`src/rtl/boreal_mailbox_ctrl.sv`:
```
// Mailbox command sequencer: on a doorbell, sums a block of mailbox words read
// through port A, then writes the sum and a status word through port B.
module boreal_mailbox_ctrl #(
  parameter int unsigned IDX_W = 8,
  parameter int unsigned CNT_W = 16
) (
  input  logic               clk,
  input  logic               rst_n,
  input  logic               db_valid,
  output logic               db_ready,
  input  logic [IDX_W-1:0]   db_src,
  input  logic [IDX_W:0]     db_len,
  input  logic [IDX_W-1:0]   db_dst,
  output logic [IDX_W-1:0]   a_ridx,
  input  logic [31:0]        a_rdata,
  output logic               b_we,
  output logic [IDX_W-1:0]   b_widx,
  output logic [31:0]        b_wdata,
  output logic               busy,
  output logic               done,
  output logic               err,
  output logic [CNT_W-1:0]   cmd_count
);

  localparam int unsigned LEN_W      = IDX_W + 1;
  localparam int unsigned DATA_W     = 32;
  localparam int unsigned MAX_LEN    = 1 << IDX_W;
  localparam int unsigned STAT_CNT_W = DATA_W - 7 - LEN_W;

  typedef enum logic [2:0] {
    S_IDLE,
    S_READ,
    S_DRAIN,
    S_WR_SUM,
    S_WR_STAT,
    S_DONE
  } state_t;

  state_t              state_q, state_d;
  logic [LEN_W-1:0]    rem_q, rem_d;
  logic [LEN_W-1:0]    len_q, len_d;
  logic [IDX_W-1:0]    dst_q, dst_d;
  logic [DATA_W-1:0]   sum_q, sum_d;
  logic                pv_q, pv_d;
  logic                rej_q, rej_d;
  logic [IDX_W-1:0]    a_ridx_d;
  logic                b_we_d;
  logic [IDX_W-1:0]    b_widx_d;
  logic [DATA_W-1:0]   b_wdata_d;
  logic                busy_d, done_d, err_d, db_ready_d;
  logic [CNT_W-1:0]    cmd_count_d;

  // State, datapath and registered outputs
  always_ff @(posedge clk or negedge rst_n) begin
    if (!rst_n) begin
      state_q   <= S_IDLE;
      rem_q     <= '0;
      len_q     <= '0;
      dst_q     <= '0;
      sum_q     <= '0;
      pv_q      <= 1'b0;
      rej_q     <= 1'b0;
      a_ridx    <= '0;
      b_we      <= 1'b0;
      b_widx    <= '0;
      b_wdata   <= '0;
      busy      <= 1'b0;
      done      <= 1'b0;
      err       <= 1'b0;
      db_ready  <= 1'b1;
      cmd_count <= '0;
    end else begin
      state_q   <= state_d;
      rem_q     <= rem_d;
      len_q     <= len_d;
      dst_q     <= dst_d;
      sum_q     <= sum_d;
      pv_q      <= pv_d;
      rej_q     <= rej_d;
      a_ridx    <= a_ridx_d;
      b_we      <= b_we_d;
      b_widx    <= b_widx_d;
      b_wdata   <= b_wdata_d;
      busy      <= busy_d;
      done      <= done_d;
      err       <= err_d;
      db_ready  <= db_ready_d;
      cmd_count <= cmd_count_d;
    end
  end

  // Next-state logic; outputs are decoded from the next state so they line up with it
  always_comb begin
    state_d     = state_q;
    rem_d       = rem_q;
    len_d       = len_q;
    dst_d       = dst_q;
    sum_d       = pv_q ? (sum_q + a_rdata) : sum_q;
    pv_d        = (state_q == S_READ);
    rej_d       = rej_q;
    a_ridx_d    = a_ridx;
    b_we_d      = 1'b0;
    b_widx_d    = b_widx;
    b_wdata_d   = b_wdata;
    done_d      = 1'b0;
    err_d       = 1'b0;
    cmd_count_d = cmd_count;

    case (state_q)
      S_IDLE: begin
        if (db_valid) begin
          len_d = db_len;
          rem_d = db_len;
          dst_d = db_dst;
          sum_d = '0;
          rej_d = 1'b0;
          if (db_len > LEN_W'(MAX_LEN)) begin
            rej_d   = 1'b1;
            state_d = S_DONE;
          end else if (db_len == '0) begin
            state_d = S_WR_SUM;
          end else begin
            a_ridx_d = db_src;
            state_d  = S_READ;
          end
        end
      end
      S_READ: begin
        if (rem_q == LEN_W'(1)) begin
          state_d = S_DRAIN;
        end else begin
          rem_d    = rem_q - LEN_W'(1);
          a_ridx_d = a_ridx + IDX_W'(1);
        end
      end
      S_DRAIN:   state_d = S_WR_SUM;
      S_WR_SUM:  state_d = S_WR_STAT;
      S_WR_STAT: begin
        cmd_count_d = cmd_count + CNT_W'(1);
        state_d     = S_DONE;
      end
      S_DONE:    state_d = S_IDLE;
      default:   state_d = S_IDLE;
    endcase

    case (state_d)
      S_WR_SUM: begin
        b_we_d    = 1'b1;
        b_widx_d  = dst_d;
        b_wdata_d = sum_d;
      end
      S_WR_STAT: begin
        b_we_d    = 1'b1;
        b_widx_d  = dst_q + IDX_W'(1);
        b_wdata_d = {STAT_CNT_W'(cmd_count + CNT_W'(1)), 7'd0, len_q};
      end
      S_DONE: begin
        done_d = 1'b1;
        err_d  = rej_d;
      end
      default: ;
    endcase

    busy_d     = (state_d != S_IDLE);
    db_ready_d = (state_d == S_IDLE);
  end

endmodule

```
`config.mk`:
```
export PLATFORM = sky130hd
export DESIGN_NAME = boreal_mailbox_ctrl
export DESIGN_NICKNAME = d
export VERILOG_FILES = /design/src/rtl/boreal_mailbox_ctrl.sv
export SDC_FILE = /design/constraint.sdc
export NUM_CORES = 1
export LEC_CHECK = 0
export ABC_AREA = 1
export BUFFER_PORTS_ARGS = -buffer_cell sky130_fd_sc_hd__buf_4
export CAP_MARGIN = 20
export CORE_MARGIN = 2
export CORE_UTILIZATION = 55
export CTS_CLUSTER_SIZE = 25
export DETAILED_ROUTE_END_ITERATION = 8
export HOLD_SLACK_MARGIN = 0.1
export PLACE_DENSITY = 0.85
export SYNTH_ARGS = -nofsm -noshare
export SYNTH_HDL_FRONTEND = slang
export SYNTH_SLANG_ARGS = --single-unit
```
`constraint.sdc`:
```
create_clock -name clk -period 2.8 [get_ports clk]
set_input_delay 0.28 -clock clk [delete_from_list [all_inputs] [get_ports clk]]
set_output_delay 0.28 -clock clk [all_outputs]
set_load 0.05 [all_outputs]
```
-- Yosys cells after proc, flatten, opt, wreduce, memory -nomap -nowiden
Cells that the tools add are included.
- logic and storage cells: 70
- output and inout port bits: 69
- bits in registers: 132
- bits of input ports: 60
- multiplexer cells: 26
- add/sub/neg operators: 5
- magnitude comparators: 1
- reduce and logical (&&, ||, !) cells: 10
- equal/unequal tests: 12
- operators by type and width (operator ; count):
    $mux 32 ; 3
    $pmux 32 s2 ; 1
    $mux 8 ; 6
    $add 32x32->32 ; 1
    $pmux 8 s2 ; 2
    $mux 9 ; 2
    $pmux 9 s2 ; 1
    $add 16x1->16 const B ; 1
    $add 8x1->8 const B ; 2
    $pmux 3 s5 ; 1
    $eq 3x2->1 const B ; 3
    $eq 3x3->1 const B ; 3
    $eq 9x1->1 const B ; 1
    $gt 9x9->1 const B ; 1
    $logic_not 9->1 ; 1
    $mux 3 ; 3
    $sub 9x1->9 const B ; 1
    $ne 2x2->1 const B ; 4
    $logic_not 3->1 ; 2
    $mux 1 ; 6
    $reduce_and 5->1 ; 1
    $reduce_bool 2->1 ; 2
    $eq 3x1->1 const B ; 1
    $reduce_and 3->1 ; 1
    4 further kinds ; 4

-- Longest topological paths before layout
Gate-level depths: netlist (run 1).
- depth in word-level cells: 8
- gate-level depth with buffers: 16

-- Worst setup path after synthesis (run 1)
No wires, ideal clock.
- kind: register -> register
- start: reg cmd_count[0]
- end: reg b_wdata[28]
- library setup time: 117 ps
- data arrival time: 1990 ps
- stages on the path, launching flop included: 12
- setup slack: 693 ps
- cell sequence: dfrtp_1 > ha_1 > nand3_1 > nor2_2 > nand3_1 > nor3_2 > nand3_1 > xor2_1 > nand2_1 > nand2_1 > inv_1 > nand2_1
- cells in the longest elaborated chain, start to end: 2
- RTL lines (element ; RTL line ; source):
    from (decl) ; 22 ; output logic [CNT_W-1:0] cmd_count
    from (signal assigned) ; 88 ; cmd_count <= cmd_count_d;
    $add 16x1->16 ; 155 ; b_wdata_d = {STAT_CNT_W'(cmd_count + CNT_W'(1)), 7'd0, len_q};
    $pmux 32 s2 ; 146 ; case (state_d)
    to (signal assigned) ; 83 ; b_wdata <= b_wdata_d;
    to (decl) ; 18 ; output logic [31:0] b_wdata,
No other way between the ends.
A chain may end at the register's enable or synchronous reset.

-- Final worst setup path (run 1)
- start: reg state_q[1]
- end: reg b_wdata[7]
- cells in the longest elaborated chain, start to end: 4
- elaborated cells between the ends (all ways): 13
- classes of those cells: 6 x eq/ne; 5 x mux; 2 x reduce/logical
- RTL lines (element ; RTL line ; source):
    from (decl) ; 39 ; state_t state_q, state_d;
    from (signal assigned) ; 73 ; state_q <= state_d;
    $eq 3x3->1, or another cell as far along ; 109 ; case (state_q)
    $pmux 3 s5 ; 109 ;
    $eq 3x3->1 / $eq 3x2->1 (equally long branches) ; 146 ;
    $pmux 32 s2 / $reduce_bool 2->1 (equally long branches) ; - ;
Several ways; a longest one is shown, not always the timed one.

==> results of run 1 <==
## layer usage
metal	wire length, um	vias to the layer above
met2	10800	382
met1	10500	3851
li1	-	3984
met3	1910	43
met4	421	0
met5	0	-
## how the worst min path moves through the flow
stage,from,cells after the start,endpoint
floorplan,rst_n,0,a_ridx[0]$_DFFE_PN0P_
global placement,rst_n,1,a_ridx[2]$_DFFE_PN0P_
detailed placement,rst_n,1,a_ridx[7]$_DFFE_PN0P_
CTS,db_dst[4],3,dst_q[4]$_DFF_PN0_
global route,db_src[2],3,a_ridx[2]$_DFFE_PN0P_
finish,db_len[6],3,len_q[6]$_DFFE_PN0P_
## power groups by stage
stage / sequential, W / clock (W) / combinational (W)
final: 0.00336 / 0.00242 / 0.00704
after global routing: 0.00341 / 0.00251 / 0.00782
after CTS: 0.00332 / 0.00242 / 0.00694
after detailed placement: 0.00333 / 0 / 0.00684
after global placement: 0.00332 / 0 / 0.00669
after floorplan: 0.00426 / 0 / 0.00407
## what timing repair did
action                                  4_1_cts  5_1_grt
endpoints found under the hold margin        42        0
endpoints found under the setup margin        0        0
resized for setup                             0        0
hold buffers                                  1        0
## layout make-up
| class | instances | area, um^2 |
|---|---|---|
| Multi-Input combinational cell | 804 | 4090 |
| Tap cell | 184 | 230 |
| Inverter | 203 | 762 |
| Fill cell | 1158 | 4540 |
| Clock buffer | 20 | 467 |
| Timing Repair Buffer | 141 | 1070 |
| Sequential cell | 132 | 3300 |
| Clock inverter | 12 | 176 |
## per-stage QoR
stage | util | hold slack [ps] | setup slack (ps) | cells | cell area [um^2]
floorplan | - | -15.6 | 693 | 1171 | 8330
global placement | 0.646 | 324 | 577 | 1463 | 9450
detailed placement | 0.646 | 334 | 529 | 1463 | 9450
CTS | 0.690 | 109 | 467 | 1496 | 10100
global route | 0.690 | 132 | 207 | 1496 | 10100
finish | 0.690 | 118 | 450 | 1496 | 10100
## cell families after synthesis
kind of cell             count (synthesis)  synth area share
AO/OA/AOI/OAI                          183             0.122
flip-flops                             132             0.397
XOR/XNOR                                31            0.0326
adder cells (fa/ha/maj)                 37            0.0565
AND/OR/NAND/NOR                        553             0.280
buffers and inverters                  235             0.111
## flip-flops by register name, indices dropped and copies added, names as in the netlist
signal	count
b_we	1
db_ready	1
rej_q	1
state_q	3
pv_q	1
rem_q	9
done	1
sum_q	32
err	1
a_ridx	8
cmd_count	16
busy	1
b_wdata	32
len_q	9
dst_q	8
b_widx	8
## cell usage in the layout, fill, tap and decap left out, drive strengths merged, types with 22 or more instances in the layout
master / instances
o21ai: 99
dfrtp: 131
a21oi: 41
nor2: 78
nand2: 351
nand3: 89
buf: 140
ha: 36
inv: 204
o211ai: 22
## worst max-delay path: cells and delay by family (launching register included)
| family | cells | cell delay [ps] |
|---|---|---|
| AND/OR/NAND/NOR | 5 | 900 |
| AO/OA/AOI/OAI | 1 | 250 |
| buffers and inverters | 4 | 650 |
| flip-flops | 1 | 430 |
==> metrics list, run 1 <==
- Status: finished, final reports clean
* Largest incremental delay on the critical path: 430 ps
- Clock-pin transition on the worst setup and hold timing paths: about 60 ps
- In this run the worst hold path is classified as in -> reg.
- Synthesis produced a netlist with a net count of 1268.
* Primary flip-flop cell chosen by synthesis mapping: dfrtp_1
- Dominant cell by count in the synthesized netlist: nand2_1
- Portion of total power attributed to the clock network: 0.189
* Vias in the first global route: 7881
* Startpoint of the lowest-slack register-to-register path: state_q[1]$_DFF_PN0_
* Setup slack, reg-to-reg: between 400 and 500 ps
- Wires add up to 23600 um.
- Portion of total power attributed to sequential cells: 0.262
- Total inserted antenna cells: 0
* Termination of the worst setup path: b_wdata[7]$_DFFE_PN0P_
- Slowest cell on the critical path: dfrtp_1
* Remaining antenna violation count: 0
- The first global-routing pass estimated 38800 um of wire.
- TritonCTS clock tree: yes
- The worst setup path is launched from a flip-flop.
- Critical path endpoint category: flip-flop
* Height of the die: 127 um
- Top cells by count, synth: nand2_1, inv_1, dfrtp_1, nand3_1, o21ai_0
* VDD IR-drop max: about 0.8 mV
- Yosys warning count: 0
* Final hold vios: 0
- In this run the most used layer during global routing was met2.
- In the final layout, the share of cells above drive strength 1 is 0.149.
- Power spread over the standard cell area amounts to 1270 mW/mm^2.
- Setup violations remaining at the end of the flow were counted as 0.
- Time the final worst path needs with I/O delays and setup: 2350 ps
* Die ar.: 0.0161 mm^2
- In the routed design, unresolved DRC markers number 0.
- Max Cap Violations: 0
- Core Area: approximately 0.015 mm^2
- For this run the aggregate overflow at the end of global routing stands at 0.
- Entering global routing, the biggest net connects 53 pins.
- Last weighted congestion value of the routability-driven placer: 1.00
- Max clock buf depth: 2
* Routed wire length per instance: ~16 um
- The first detailed-routing pass took 5 iterations.
- Sw Ratio: 0.492
* Cell depth of the worst flop-to-flop path: 10
- Worst-margin pin slew: 625 ps
- Launch point of the worst path: state_q[1]$_DFF_PN0_
- Number of enable-type register cells in the synthesized netlist: 0
- By startpoint and endpoint, the worst setup path is classified as reg -> reg.
- Counting flops and latches in the post-synthesis netlist gives 132.
- Io pins: 129
- In the routed layout, each cell is associated on average with a via count of 5.52.
- For the worst-skew pair, the clock arrives at the later sink with an insertion delay of ~420 ps.
* Fraction of post-synthesis cell area in the top cell type by area: 0.394
* Overall Global Routing Usage: 0.301
- Cell variety after synth: 39
- The cell count after synthesis came out at 1171.
* Number of antenna violations at the first check in global routing: 0
- Sinks on the clock net: 132
- Yosys attributes the largest share of cell area to dfrtp_1, nand2_1, inv_1.
- Fraction of the cycle the final worst path needs: 0.839
- The floorplan step set the die width to approximately 130 um.
- For met1 alone, demand over resource in global routing was 0.427.
- Area overhead of the layout relative to synthesis: 21.4%
* Clk_skew: around 7.7 ps
- Setup repair after global routing missed its margin: no
- Part of the total power dissipated in combinational logic: 0.549
* CTS Buf Count: 17
- Summed over all failing endpoints, the final setup total negative slack is 0 ps.
* Sequential fraction of the synthesis area: 0.397
* Dominant cell type by area after synthesis: dfrtp_1
* Hpwl dp: 17200 um
- The analysis attributes to net switching a power of between 0.006 and 0.007 W.
- Static timing analysis puts the maximum clock frequency at 426 MHz.
- In the global route stage, met2 resource usage came out at 0.482.
* Synthesized area: 0.00833 mm^2
- Worst reg2reg path endpoint: b_wdata[7]$_DFFE_PN0P_
- Power after layout: between 0.01 and 0.015 W
- For this run, the post-layout net count is 1396.
- Detailed routing inserted a total of 8260 vias.
- Worst rel slew slack: 0.583
- Row count: 44
- Internal power comes to approximately 0.0065 W.
- CP cell instances: nor2_1, inv_1, nor2_2, inv_2, nor2_4, nand2_1, nand2_2, buf_4, inv_2, o211ai_1
- At the worst endpoint, the required time is around 3100 ps.
* Met3 routing resource usage after global routing: 0.0549
- The clock tree synthesis step divided the H-tree into 4 levels.
- For this configuration, the core starts out at a cell density of 0.569.
* Async SR Flop Fraction: 1.00
* Crit path max fanout: 26
* Max-slew violation total from the final report: 0
* Port bufs: 128
- STA puts the critical path data arrival time at 2670 ps.
* Root cell of the clock tree: clkbuf_16
- Mean Syn Cell Area: 7.11 um^2
- Buffers added to address setup during post-CTS repair amount to 0.
* Starting DRT DRC Count: 948
* Leakage Power: 5.43 nW
* Cell repeated most along the worst path: inv_2
Power figures use the tool's default switching activity.
==> inputs of run 2 (changes only) <==
==> constraint.sdc (replaced) <==
create_clock -name clk -period 2.3 [get_ports clk]
set_input_delay 0.23 -clock clk [delete_from_list [all_inputs] [get_ports clk]]
set_output_delay 0.23 -clock clk [all_outputs]
set_load 0.05 [all_outputs]
==> metrics list, run 2 (synthesis gave the netlist of run 1 again) <==
- Crit path max-delay family: simple AND/OR/NAND/NOR gates
* Registers with the highest flip-flop counts: b_wdata (32), sum_q (32), cmd_count (16)
- Total inserted antenna cells: 0
- Across every metal layer, demand over resource in global routing totals 0.294.
* Critical path endpoint category: flip-flop
* Time the final worst path needs with I/O delays and setup: around 2200 ps
- Leaving out fill and tap cells, the most frequent cell in the layout is nand2_1.
- Setup repair after global routing missed its margin: yes
* Highest-count cells in the layout ignoring fill and taps: nand2_1, inv_1, buf_4
- The die covers 0.0161 mm^2.
- Status: finished, final reports clean
* Pwr dens: approximately 1500 mW/mm^2
- Max Fclk: between 400 and 500 MHz
* CTS Buf Count: 17
* Hold path depth: 3
- Number of nets in the layout: ~1400
- The worst path meets setup with 125 ps of slack.
- Wire length of the first global-routing pass: 37500 um
- The max-slew violation count was 0.
* Io pins: 129
- The tool flagged a number of max-cap violations equal to 0.
* Last weighted congestion value of the routability-driven placer: 0.946
* Critical path launch point type: flip-flop
- The count of buffers added on input and output ports is 128.
- Area overhead of the layout relative to synthesis: 23.5%
- Level count of the clock H-tree: 4
- Non-filler instance count after layout: 1512
- Height of the die: 127 um
- Clk_skew: 8.23 ps
* CP cell instances: ha_1, fa_1, nand2_1, nand3_2, nand3_1, nand2_1, nand2_1, nand2_2, nand2_1, nand2_1, nand2_1, nand3_1, nand2_2, nand2_1, nand2_1, nand2_1
- Count of buffering cells on the critical path with inverters included: 0
- Fraction of the cycle the final worst path needs: 0.946
- Cell repeated most along the worst path: nand2_1
* Row count: between 40 and 50
- Crit path max fanout: 4
* Worst-margin pin slew: around 1000 ps
- Clock tree synthesis selected as its root buffer the cell clkbuf_16.
* Total via count in the routed design: just over 8000
- Required time of the critical path: 2620 ps
- Largest incremental delay on the critical path: 380 ps
- Global routing finished with a remaining overflow of 0.
- TritonCTS built the clock tree.
- Count of buffers added by post-CTS timing repair for setup: 0
* Type of the most critical hold path: in -> reg
- The tightest hold path in the finished design has a slack of 111 ps.
- Vias in the first global route: 7710
- The number of hold-slack violations in the final timing report came to 0.
- The critical path crosses 16 cells after its start point.
* Starting DRT DRC Count: 646
- The internal portion of the total power is 0.00772 W.
- Routed wire length per instance: 15.4 um
* Leakage Power: about 5.5 nW
* # setup viols final: 0
* Initial cell density of the core: 0.569
- Post-detailed-route DRC marker count: 0
- Hpwl dp: approximately 17000 um
- X dimension of the die: 127 um
- The final layout contains routed wiring with a total length of around 23000 um.
- Clock-pin slew was measured on the worst setup and hold paths at ~60 ps.
- Critical path start-end classification: reg -> reg
* Max clock buf depth: 2
- Crit path arrival time: ~2500 ps
- The clock reaches the later pin of the worst-skew pair after 430 ps.
* Cell depth of the worst flop-to-flop path: 16
* Remaining antenna violation count: 0
* Via density per instance: between 5 and 6
- Of the total power, registers draw 0.263.
- Of the cells placed in the final design, the portion with a size suffix greater than 1 is 0.154.
* Number of antenna violations at the first check in global routing: 0
* VDD IR-drop max: between 1 and 1.5 mV
- The number of placed instances, taps included, is 1463.
- Slowest cell on the critical path: dfrtp_1
- Measured against its own limit, the worst slew margin works out to 0.334.
* NetSw: 0.00763 W
- Of the total power, the share spent switching nets is 0.497.
* Sinks on the clock net: 132
* Initial DRT Pass Iterations: 7
- Before CTS, the worst setup slack after placement is 91.6 ps.
- Of the total power, the clock network draws 0.178.
- Part of the total power dissipated in combinational logic: 0.559
- After floorplanning, the core was sized to cover between 0.01 and 0.015 mm^2.
- Largest net degree at the start of global routing: 61
-- run 2: through the flow --
step	area [um^2]	power [W]	utilization	TNS (ps)
after detailed placement	9490	0.0124	0.648	0
after global placement	9490	0.0121	0.648	0
after global routing	10300	0.0165	0.702	-44.6
after CTS	10200	0.0152	0.699	0
final	10300	0.0154	0.702	0
after floorplan	8330	0.0101	-	0
-- run 2: per-layer routing --
| metal | GRT usage | part of all wire | wire (um) | vias to the layer above |
|---|---|---|---|---|
| met5 | 0 | 0 | 0 | - |
| met3 | 0.0561 | 0.068 | 1600 | 40 |
| met1 | 0.408 | 0.45 | 10400 | 3762 |
| li1 | - | - | - | 4014 |
| met2 | 0.466 | 0.46 | 10800 | 320 |
| met4 | 0.102 | 0.023 | 540 | 0 |
-- run 2: area by class of cell --
cell class / count / area (um^2)
multi-input combinational: 805 / 4140
clock buffer: 18 / 429
sequential: 132 / 3300
timing repair buffer: 157 / 1270
clock inverter: 13 / 151
tap: 184 / 230
inverter: 203 / 764
fill: 1177 / 4360
-- run 2: worst paths after layout --
kind	start	endpoint	slack [ps]
setup / recovery	sum_q[0]$_DFF_PN0_	b_wdata[30]$_DFFE_PN0P_	120
hold / removal	db_len[4]	len_q[4]$_DFFE_PN0P_	110
setup reg to reg	sum_q[0]$_DFF_PN0_	b_wdata[30]$_DFFE_PN0P_	120
hold reg to reg	len_q[8]$_DFFE_PN0P_	len_q[8]$_DFFE_PN0P_	480
max in group asynchronous	rst_n	b_wdata[28]$_DFFE_PN0P_	1300
min in group asynchronous	rst_n	a_ridx[3]$_DFFE_PN0P_	310
-- run 2: power by group through the flow --
stage	Sequential [W]	Clock [W]	Combinational (W)
2_1_floorplan	0.00519	0	0.00495
3_3_place_gp	0.00401	0	0.00813
3_5_place_dp	0.00401	0	0.00835
4_1_cts	0.00401	0.00274	0.00845
5_1_grt	0.00413	0.00285	0.00952
6_report	0.00403	0.00273	0.00859
-- run 2: what timing repair did --
item,in CTS,in global routing
resized for setup,0,12
hold buffers,17,0
hold endpoints to repair,47,0
setup endpoints to repair,0,20
-- run 2: worst reg2reg max path: stages, from the launching register on --
cell     delay (ps)
dfrtp_1         380
ha_1            210
fa_1            380
nand2_1         110
nand3_2          80
nand3_1          80
nand2_1         110
nand2_1         100
nand2_2          90
nand2_1         100
nand2_1          50
nand2_1          60
nand3_1          80
nand2_2          90
nand2_1          60
nand2_1          60
nand2_1          40
